`config.mk`:
```
export PLATFORM = sky130hd
export DESIGN_NAME = axi_sram_slave
export DESIGN_NICKNAME = d
export VERILOG_FILES = /design/src/rtl/axi_sram_slave.sv
export SDC_FILE = /design/constraint.sdc
export NUM_CORES = 1
export LEC_CHECK = 0
export CORE_ASPECT_RATIO = 1.75
export CORE_UTILIZATION = 39
export DETAILED_ROUTE_END_ITERATION = 10
export GPL_ROUTABILITY_DRIVEN = 0
export PLACE_DENSITY = 0.79
export RECOVER_POWER = 50
export SLEW_MARGIN = 20
export SYNTH_ARGS = -nofsm -noshare
export SYNTH_HDL_FRONTEND = slang
export SYNTH_SLANG_ARGS = --single-unit
```
`constraint.sdc`:
```
create_clock -name aclk -period 2.4 [get_ports aclk]
set_clock_uncertainty 0.05 [all_clocks]
set_input_delay 0.6 -clock aclk [delete_from_list [all_inputs] [get_ports aclk]]
set_output_delay 0.6 -clock aclk [all_outputs]
set_load 0.005 [all_outputs]
```
`src/rtl/axi_sram_slave.sv`:
```
// -----------------------------------------------------------------------------
// axi_sram_slave
//
// Single-beat AXI3 responder for one single-port synchronous SRAM. It accepts
// one read (AR) and one write (AW + W) at a time, places both on the RAM port
// (a write wins a same-cycle conflict), and returns R/B responses that echo the
// request ID.
//
// Ports
//   aclk, reset        clock, synchronous active-high reset
//   ar*                read request: id, byte address, len (ignored), valid/ready
//   r*                 read response: id, data, resp (OKAY), last, valid/ready
//   aw*                write address: id, byte address, len (ignored), valid/ready
//   w*                 write data: data, byte strobes, valid/ready
//   b*                 write response: id, resp (OKAY), valid/ready
//   ram_*              SRAM port: enable, byte write enables, word address,
//                      write data, read data (valid the cycle after a read)
// -----------------------------------------------------------------------------
module axi_sram_slave #(
    parameter int ADDR_W = 16
) (
    input  logic              aclk,
    input  logic              reset,
    input  logic [3:0]        arid,
    input  logic [31:0]       araddr,
    input  logic [7:0]        arlen,
    input  logic              arvalid,
    output logic              arready,
    output logic [3:0]        rid,
    output logic [31:0]       rdata,
    output logic [1:0]        rresp,
    output logic              rlast,
    output logic              rvalid,
    input  logic              rready,
    input  logic [3:0]        awid,
    input  logic [31:0]       awaddr,
    input  logic [7:0]        awlen,
    input  logic              awvalid,
    output logic              awready,
    input  logic [31:0]       wdata,
    input  logic [3:0]        wstrb,
    input  logic              wvalid,
    output logic              wready,
    output logic [3:0]        bid,
    output logic [1:0]        bresp,
    output logic              bvalid,
    input  logic              bready,
    output logic              ram_en,
    output logic [3:0]        ram_we,
    output logic [ADDR_W-1:0] ram_addr,
    output logic [31:0]       ram_wdata,
    input  logic [31:0]       ram_rdata
);

    typedef enum logic [1:0] {
        R_IDLE = 2'd0,
        R_RAM  = 2'd1,
        R_CAP  = 2'd2,
        R_RESP = 2'd3
    } r_state_t;

    typedef enum logic [1:0] {
        W_COLLECT = 2'd0,
        W_RAM     = 2'd1,
        W_RESP    = 2'd2
    } w_state_t;

    r_state_t          r_state_r;
    r_state_t          r_state_s;
    w_state_t          w_state_r;
    w_state_t          w_state_s;

    logic [3:0]        rid_r;
    logic [ADDR_W-1:0] raddr_r;
    logic [31:0]       rdata_r;

    logic              aw_got_r;
    logic              w_got_r;
    logic [3:0]        bid_r;
    logic [ADDR_W-1:0] waddr_r;
    logic [31:0]       wdata_r;
    logic [3:0]        wstrb_r;

    logic              arready_s;
    logic              awready_s;
    logic              wready_s;
    logic              ar_hs_s;
    logic              aw_hs_s;
    logic              w_hs_s;
    logic              w_grant_s;
    logic              r_grant_s;

    // Burst length and the sub-word / out-of-range address bits carry no
    // meaning here: the address space wraps and wstrb alone selects bytes.
    logic              unused_s;
    assign unused_s = ^{arlen, awlen,
                        araddr[31:ADDR_W+2], araddr[1:0],
                        awaddr[31:ADDR_W+2], awaddr[1:0]};

    // Ready signals are forced low during reset so no handshake can start.
    assign arready_s = (r_state_r == R_IDLE) & ~reset;
    assign awready_s = (w_state_r == W_COLLECT) & ~aw_got_r & ~reset;
    assign wready_s  = (w_state_r == W_COLLECT) & ~w_got_r & ~reset;

    assign ar_hs_s = arvalid & arready_s;
    assign aw_hs_s = awvalid & awready_s;
    assign w_hs_s  = wvalid & wready_s;

    // The write side always owns the port when it asks; this keeps a read
    // issued in the same cycle as a write to the same word ordered after it.
    assign w_grant_s = (w_state_r == W_RAM) & ~reset;
    assign r_grant_s = (r_state_r == R_RAM) & ~w_grant_s & ~reset;

    // Read FSM next-state logic
    always_comb begin
        r_state_s = r_state_r;
        case (r_state_r)
            R_IDLE: begin
                if (ar_hs_s) r_state_s = R_RAM;
                else         r_state_s = R_IDLE;
            end
            R_RAM: begin
                if (r_grant_s) r_state_s = R_CAP;
                else           r_state_s = R_RAM;
            end
            R_CAP: begin
                r_state_s = R_RESP;
            end
            R_RESP: begin
                if (rready) r_state_s = R_IDLE;
                else        r_state_s = R_RESP;
            end
            default: begin
                r_state_s = R_IDLE;
            end
        endcase
    end

    // Write FSM next-state logic; AW and W may complete in either order or together
    always_comb begin
        w_state_s = w_state_r;
        case (w_state_r)
            W_COLLECT: begin
                if ((aw_got_r | aw_hs_s) & (w_got_r | w_hs_s)) w_state_s = W_RAM;
                else                                           w_state_s = W_COLLECT;
            end
            W_RAM: begin
                if (w_grant_s) w_state_s = W_RESP;
                else           w_state_s = W_RAM;
            end
            W_RESP: begin
                if (bready) w_state_s = W_COLLECT;
                else        w_state_s = W_RESP;
            end
            default: begin
                w_state_s = W_COLLECT;
            end
        endcase
    end

    // Read FSM state, latched request fields and captured RAM data
    always_ff @(posedge aclk) begin
        if (reset) begin
            r_state_r <= R_IDLE;
            rid_r     <= 4'd0;
            raddr_r   <= {ADDR_W{1'b0}};
            rdata_r   <= 32'd0;
        end else begin
            r_state_r <= r_state_s;
            if (ar_hs_s) begin
                rid_r   <= arid;
                raddr_r <= araddr[ADDR_W+1:2];
            end
            if (r_state_r == R_CAP) begin
                rdata_r <= ram_rdata;
            end
        end
    end

    // Write FSM state, per-channel got flags and latched write fields
    always_ff @(posedge aclk) begin
        if (reset) begin
            w_state_r <= W_COLLECT;
            aw_got_r  <= 1'b0;
            w_got_r   <= 1'b0;
            bid_r     <= 4'd0;
            waddr_r   <= {ADDR_W{1'b0}};
            wdata_r   <= 32'd0;
            wstrb_r   <= 4'd0;
        end else begin
            w_state_r <= w_state_s;
            if (aw_hs_s) begin
                bid_r   <= awid;
                waddr_r <= awaddr[ADDR_W+1:2];
            end
            if (w_hs_s) begin
                wdata_r <= wdata;
                wstrb_r <= wstrb;
            end
            if (w_grant_s) begin
                aw_got_r <= 1'b0;
                w_got_r  <= 1'b0;
            end else begin
                if (aw_hs_s) aw_got_r <= 1'b1;
                if (w_hs_s)  w_got_r  <= 1'b1;
            end
        end
    end

    // AXI outputs; every one reads as zero while reset is high
    assign arready = arready_s;
    assign awready = awready_s;
    assign wready  = wready_s;
    assign rvalid  = (r_state_r == R_RESP) & ~reset;
    assign rlast   = rvalid;
    assign rid     = reset ? 4'd0 : rid_r;
    assign rdata   = reset ? 32'd0 : rdata_r;
    assign rresp   = 2'b00;
    assign bvalid  = (w_state_r == W_RESP) & ~reset;
    assign bid     = reset ? 4'd0 : bid_r;
    assign bresp   = 2'b00;

    // RAM port mux: address and data stay zero on idle cycles
    always_comb begin
        ram_en    = 1'b0;
        ram_we    = 4'd0;
        ram_addr  = {ADDR_W{1'b0}};
        ram_wdata = 32'd0;
        if (w_grant_s) begin
            ram_en    = 1'b1;
            ram_we    = wstrb_r;
            ram_addr  = waddr_r;
            ram_wdata = wdata_r;
        end else if (r_grant_s) begin
            ram_en    = 1'b1;
            ram_addr  = raddr_r;
        end else begin
            ram_en    = 1'b0;
        end
    end

endmodule
```
After elaboration in Yosys (flattened, before gate mapping). Index checks and enable logic that the tools add are counted.

Flip-flop bits (word level): 114. Input bits: 163. Output and inout bits: 103. Word-level logic and storage cells: 56.

Equal/unequal tests: 5. Muxes and demuxes: 17. Bitwise operators: 20. Reduce and logical (&&, ||, !) cells: 3.

Operators by type and width (count): 32-bit 2-to-1 mux (2); 16-bit 2-to-1 mux (2); 1-bit bitwise AND (14); 4-bit 2-to-1 mux (3); 2-bit 2-to-1 mux (4); 2-bit case mux with 4 select lines (1); 2-bit equality test (second input constant) (3); 2-bit case mux with 3 select lines (1); 2-bit by 1-bit equality test with 1-bit output (second input constant) (2); 2-bit zero test (2); 1-bit 2-to-1 mux (4); 1-bit NOT (4); 1-bit OR (2); 2-bit OR reduction (1).

Depth between registers and ports, before layout. Gate-level depths: netlist (run 1).

Word-level depth: 8. Depth in mapped cells: 6. Gate-level depth less buffers: 3.

Least setup slack after synthesis (run 1). OpenSTA, ideal clock, no wires.

Kind: input -> output. Start: input port reset. End: output port rvalid. Arrival time: 1.489 ns. Required time: 1.750 ns. Setup slack: 0.261 ns. Stages: 6. Buffers on the path: 5. Path through: buf_6 buf_2 buf_2 buf_2 nor2_1 buf_4.

Word-level cells in the longest chain between the ends: 2.

Ends and longest elaborated chain: start, declared (RTL line 23) `input logic reset,`; 1-bit NOT (RTL line 214) `assign rvalid = (r_state_r == R_RESP) & ~reset;`; 1-bit bitwise AND (RTL line 214); end, declared (RTL line 33) `output logic rvalid,`.

No other way between the ends.

Worst setup path after layout (run 1).
Start: register w_state_r[0]. End: output port ram_addr[2].

Word-level cells in the longest chain between the ends: 7.

Ends and longest elaborated chain: start, declared (RTL line 70) `w_state_t w_state_r;`; start signal, assigned (RTL line 191) `w_state_r <= w_state_s;`; 2-bit by 1-bit equality test with 1-bit output * (RTL line 111) `assign w_grant_s = (w_state_r == W_RAM) & ~reset;`; 1-bit bitwise AND * (RTL line 111); 1-bit NOT (RTL line 112) `assign r_grant_s = (r_state_r == R_RAM) & ~w_grant_s & ~reset;`; 1-bit bitwise AND (2 in a row) (RTL line 112); 16-bit 2-to-1 mux (RTL line 234) `end else if (r_grant_s) begin`; 16-bit 2-to-1 mux * (RTL line 229) `if (w_grant_s) begin`; end, declared (RTL line 50) `output logic [ADDR_W-1:0] ram_addr,`.

Every way passes the cells marked *; elsewhere a longest branch is shown, timed or not.

==> impl_metrics.toml, run 1 <==
[timing]
tns_ns = 0
fin_crit_sh = 0.9855
tightest_slew_ns = 0.7443
rsz0062_at_grt = "true"
min_period_ns = 2.365
setup_viol = 0
max_freq_mhz = 422.8
relSlewSlack = 0.5038
finalMaxSlewViolations = 0
hold_violations = 0

[placement]
numPortBuffers = 213
post_dp_cell_area_sq_mm = 0.007282
dp_hpwl_um = 10780
placedCellCount = 967

[floorplan]
core_area_sq_mm = 0.01243
rows = 54
start_util = 0.3994
die-width_um = 87.29
dieArea_sq_mm = 0.01320
io_pins = 266
die_y_um = 151.3

[layout]
drive_gt1_frac = 0.1819
stdcell_area_sq_mm = 0.008039
num-fill-cells = 1090
final_nets = 1002
finalNonFillerCells = 1020
regArea_sq_mm = 0.002287
antenna_cells = 0
area_growth_pct = 61.92
multiInputGateArea_sq_mm = 0.002439

[grt]
overflow = 0
globalRouteTotalUtil = 0.2476
grt_max_degree = 38
antenna_found_initial = 0
grt_pass1_vias = 5174
grt_first_pass_wirelength_um = 25140

[detailed_routing]
drt_first_pass_iters = 4
dr.first_iter.drc_count = 256
viasPerCell = 5.156
finalWirelength_um = 16530
dr_total_vias = 5259
wire_per_inst_um = 16.21
drc = 0
detail-route-antenna-nets = 0

[clocking]
clock_sinks = 114
clkTransAtPathRegs_ns = 0.05
cts_buffers = 17
clockBufferDepth = 2
root_buffer = "clkbuf_16"
cts_tree = "yes"
htree_levels = 4
insertion_delay_ns = 0.40

[worst_setup_path]
cpMostUsedCell = "buf_6"
arrival_ns = 1.72
required_ns = 1.75
max_stage_delay_ns = 0.32
path_buf_inv = 4
cp_max_fo = 8
crit_slowest_cell = "dfxtp_2"
start_kind = "register"
path_cells = "nor2b_4 -> nor4b_4 -> buf_6 -> buf_16 -> buf_6 -> a22o_1 -> buf_2"
end_kind = "output port"
critical_path_class = "register to output port"
critical_path.top_delay_family = "buffers and inverters"

[pwr]
powerDensity_mw_per_mm2 = 684.7
total_power_w = 0.005504
ir_drop_mv = 0.5418
p_leak_nw = 3.486

[outcome]
status = "finished clean"

[min_path]
hold_class = "register to register"

[flow_run]
cap_violations = 0

[logic_synthesis]
synth.avg_cell_area_sq_um = 8.008
ys.flop_type = "dfxtp_1"
async_reset_ff_frac = 0
yosys_warnings = 0
ys_seq_area_frac = 0.4597
synth_edf_count = 0
synthCells = 620
ys_seq_elements = 114
synthDistinctLibCells = 30
synthesis.area_sq_mm = 0.004965
[registers in the layout, indices dropped and copies added, names as in the netlist, 4 cells and up]
signal   flops
rdata_r     32
wdata_r     32
raddr_r     16
waddr_r     16
bid_r        4
rid_r        4
wstrb_r      4
[through the flow]
stage	hold slack [ns]	utilization	setup WS, ns
finish	0.3990	0.6466	0.03484
global route	0.4149	0.6466	-0.01756
CTS	0.4010	0.6527	-0.1367
detailed placement	0.3935	0.5857	-0.1994
global placement	0.3879	0.5857	-0.1769
floorplan	0.3818	-	0.2611
[power breakdown]
part / total, W / internal [W] / switching (W) / leakage (nW)
logic: 0.000858 / 0.000453 / 0.000405 / 2.26
clock network: 0.00256 / 0.00168 / 0.000876 / 0.295
registers: 0.00209 / 0.00202 / 0.0000632 / 0.932
total: 0.00550 / 0.00416 / 0.00134 / 3.49
[layout make-up]
cell class | instances | area share
Multi-Input combinational cell | 445 | 0.3033
Timing Repair Buffer | 260 | 0.3094
Tap cell | 168 | 0.02615
Inverter | 1 | 0.0004669
Sequential cell | 114 | 0.2845
Clock inverter | 13 | 0.01977
Clock buffer | 19 | 0.05634
[path summary, 6_finish.rpt]
path                              endpoint  cells after the start  slack (ns)                      from
setup / recovery               ram_addr[2]                      7        0.03   w_state_r[0]$_SDFF_PP0_
hold / removal    rdata_r[29]$_SDFFE_PP0N_                      2        0.40  rdata_r[29]$_SDFFE_PP0N_
setup reg to reg   raddr_r[6]$_SDFFE_PP0P_                      4        0.18   r_state_r[1]$_SDFF_PP0_
hold reg to reg   rdata_r[29]$_SDFFE_PP0N_                      2        0.40  rdata_r[29]$_SDFFE_PP0N_
[cells by family (layout without fill, tap and decap cells)]
group,after synthesis,after routing,share of synthesized area
buf+inv,64,293,0.06275
flops,114,114,0.4597
simple gates,257,257,0.2727
mux,4,4,0.009072
other cells,1,4,0.0007553
compound gates,180,180,0.1951
[routing by layer]
| layer | vias up | share of wire | global-route usage |
|---|---|---|---|
| met5 | - | 0 | 0 |
| met4 | 0 | 0.042 | 0.1369 |
| met3 | 44 | 0.061 | 0.05450 |
| met2 | 221 | 0.53 | 0.4441 |
| met1 | 2470 | 0.37 | 0.2634 |
| li1 | 2524 | - | - |
[cells in the mapped netlist, types with 4 or more instances]
| cell type | number | area [sq um] |
|---|---|---|
| clkbuf_1 | 37 | 138.9 |
| nand2_1 | 85 | 319.1 |
| buf_4 | 8 | 60.06 |
| buf_2 | 14 | 70.07 |
| o21ai_1 | 5 | 25.02 |
| a21oi_1 | 88 | 440.4 |
| nor2_1 | 5 | 18.77 |
| and2_1 | 36 | 225.2 |
| nand2b_1 | 20 | 125.1 |
| dfxtp_1 | 114 | 2282 |
| nand3_1 | 56 | 280.3 |
| o21ai_0 | 67 | 335.3 |
| nor2b_1 | 45 | 281.5 |
| mux2_2 | 4 | 45.04 |
| a22o_1 | 16 | 140.1 |
[cells in the final DEF, fill, tap and decap left out, drive strengths merged, types with 6 or more instances in the layout]
| master | count |
|---|---|
| a21oi | 88 |
| a22o | 16 |
| and2 | 36 |
| buf | 64 |
| clkbuf | 52 |
| clkdlybuf4s50 | 129 |
| clkinv | 6 |
| dfxtp | 114 |
| dlygate4sd2 | 12 |
| dlymetal6s2s | 18 |
| nand2 | 85 |
| nand2b | 20 |
| nand3 | 56 |
| nor2 | 6 |
| nor2b | 45 |
| o21ai | 72 |
[timing repair]
action | CTS | global route
hold endpoints to repair | 0 | 0
setup buffers | 13 | 2
hold buffers | 0 | 0
cloned | 4 | 2
endpoints found under the setup margin | 78 | 73
pin swaps | 10 | 6
gates resized for setup | 168 | 80
[tightest hold or removal path: cells and delay by family, from the launching register on]
kind / cells / cell delay (ns)
flip-flops: 1 / 0.30
AND/OR/NAND/NOR: 1 / 0.05
AO/OA/AOI/OAI: 1 / 0.05
Power figures use the tool's default switching activity.
==> inputs of run 2 (changes only) <==
Settings changed: GPL_TIMING_DRIVEN from default to 0.
==> impl_metrics.toml, run 2 (synthesis gave the netlist of run 1 again) <==
[detailed_routing]
wire_per_inst_um = 15.50
finalWirelength_um = 16400
dr_total_vias = 5260
detail-route-antenna-nets = 0
drt_first_pass_iters = 4
drc = 0
dr.first_iter.drc_count = 154
viasPerCell = 4.972

[floorplan]
io_pins = 266
start_util = 0.3994
core_area_sq_mm = 0.01243
dieArea_sq_mm = 0.01320
die_y_um = 151.3
rows = 54
die-width_um = 87.29

[worst_setup_path]
cpMostUsedCell = "buf_6"
worstReg2RegStart = "w_state_r[0]$_SDFF_PP0_"
crit_slowest_cell = "dfxtp_4"
cp_max_fo = 3
critical_path.top_delay_family = "buffers and inverters"
cp.depth = 7
r2r_slack_ns = 0.31
start_kind = "register"
required_ns = 1.75
path_buf_inv = 4
path_cells = "nor2b_4 -> nor4b_4 -> buf_4 -> buf_6 -> buf_6 -> a22o_1 -> buf_2"
rr_worst_depth = 7
max_stage_delay_ns = 0.34
critical_path_class = "register to output port"
cp-startpoint = "w_state_r[0]$_SDFF_PP0_"
regToRegEndpoint = "wdata_r[12]$_SDFFE_PP0P_"
arrival_ns = 1.83
end_kind = "output port"

[timing]
tightest_slew_ns = 0.6512
setup_viol = 14
fin_crit_sh = 1.033
finalMaxSlewViolations = 0
rsz0062_at_grt = "true"
max_freq_mhz = 403.3
finalWorstSetupSlack_ns = -0.07946
hold_violations = 0
relSlewSlack = 0.5640
min_period_ns = 2.479

[grt]
grt_first_pass_wirelength_um = 24570
globalRouteTotalUtil = 0.2441
grt_pass1_vias = 5061
grt_max_degree = 20
antenna_found_initial = 0
overflow = 0

[layout]
antenna_cells = 0
fin_util = 0.6552
drive_gt1_frac = 0.1640
layout_commonest_cell = "clkdlybuf4s50_1"
largestRegisters = "rdata_r (32), wdata_r (32)"
final_cell_mix = "146 x clkdlybuf4s50_1, 111 x dfxtp_1, 88 x a21oi_1"
stdcell_area_sq_mm = 0.008145
area_growth_pct = 64.06
final_nets = 1040

[clocking]
root_buffer = "clkbuf_16"
clock_sinks = 114
clkTransAtPathRegs_ns = 0.05
cts_buffers = 17
htree_levels = 4
cts_tree = "yes"
insertion_delay_ns = 0.41
clockBufferDepth = 2

[flow_run]
cap_violations = 0

[min_path]
min_to = "rdata_r[6]$_SDFFE_PP0N_"
holdPathStages = 2
hold_start = "rdata_r[6]$_SDFFE_PP0N_"
hold_class = "register to register"

[outcome]
failed_checks = "setup timing"
status = "complete, but fails checks"

[pwr]
powerDensity_mw_per_mm2 = 661.8
ir_drop_mv = 0.5485
p_leak_nw = 3.323
total_power_w = 0.005390

[placement]
post_dp_cell_area_sq_mm = 0.007308
dp_hpwl_um = 11880
numPortBuffers = 212
-- run 2: cell count changes in the layout (fill, tap and decap cells not counted), moves of 4 or more --
cell / before / now
buf_12: 5 / 1
buf_16: 4 / 0
buf_6: 5 / 15
clkbuf_1: 2 / 32
clkbuf_2: 29 / 12
clkbuf_8: 2 / 6
clkdlybuf4s15_1: 2 / 8
clkdlybuf4s50_1: 129 / 146
dlygate4sd2_1: 12 / 16
dlymetal6s2s_1: 18 / 6
nor2b_1: 34 / 39
nor2b_2: 8 / 4
-- run 2: worst reg2reg max path, cell delays in order (launching register included) --
cell and delay [ns]:
dfxtp_4 0.34, buf_4 0.14, or3_4 0.37, clkbuf_1 0.24
buf_4 0.23, clkbuf_1 0.21, o21ai_0 0.26, a21oi_1 0.11
-- run 2: stage by stage --
stage	setup slack, ns	hold slack (ns)	TNS (ns)	cells
after floorplan	0.2611	0.3818	0	623
final	-0.07946	0.3983	-0.4011	1058
after global placement	-0.5441	0.3868	-30.05	1003
after CTS	-0.2282	0.3999	-2.006	1052
after detailed placement	-0.5517	0.3921	-30.60	1003
after global routing	-0.1275	0.4168	-2.196	1058
-- run 2: area by class of cell --
cell class	count	area, sq um
timing repair buffer	238	2201
fill	1131	4287
tap	168	210.2
sequential	114	2293
multi-input combinational	445	2437
buffer	60	420.4
inverter	1	3.754
clock buffer	18	439.2
clock inverter	14	140.1
-- run 2: power breakdown --
group / switching [W] / internal, W / total, W
Clock: 0.000886 / 0.00155 / 0.00243
Sequential: 0.0000618 / 0.00202 / 0.00208
Combinational: 0.000408 / 0.000465 / 0.000874
Total: 0.00136 / 0.00403 / 0.00539
-- run 2: metal layers --
layer / GRT usage / part of all wire
met1: 0.2531 / 0.36
met2: 0.4434 / 0.53
met3: 0.06158 / 0.058
met4: 0.1270 / 0.047
met5: 0 / 0
-- run 2: worst max-delay path by stage --
| stage | slack [ns] | to |
|---|---|---|
| 2_1_floorplan | 0.26 | rvalid |
| 3_3_place_gp | -0.54 | ram_addr[13] |
| 3_5_place_dp | -0.55 | ram_addr[13] |
| 4_1_cts | -0.23 | ram_wdata[10] |
| 5_1_grt | -0.13 | ram_addr[7] |
| 6_report | -0.08 | ram_addr[7] |
-- run 2: repair_timing --
item,4_1_cts,5_1_grt
setup endpoints to repair,94,51
cloned,3,1
resized for setup,202,42
pin swaps,15,14
hold buffers,0,0
setup buffers,17,6
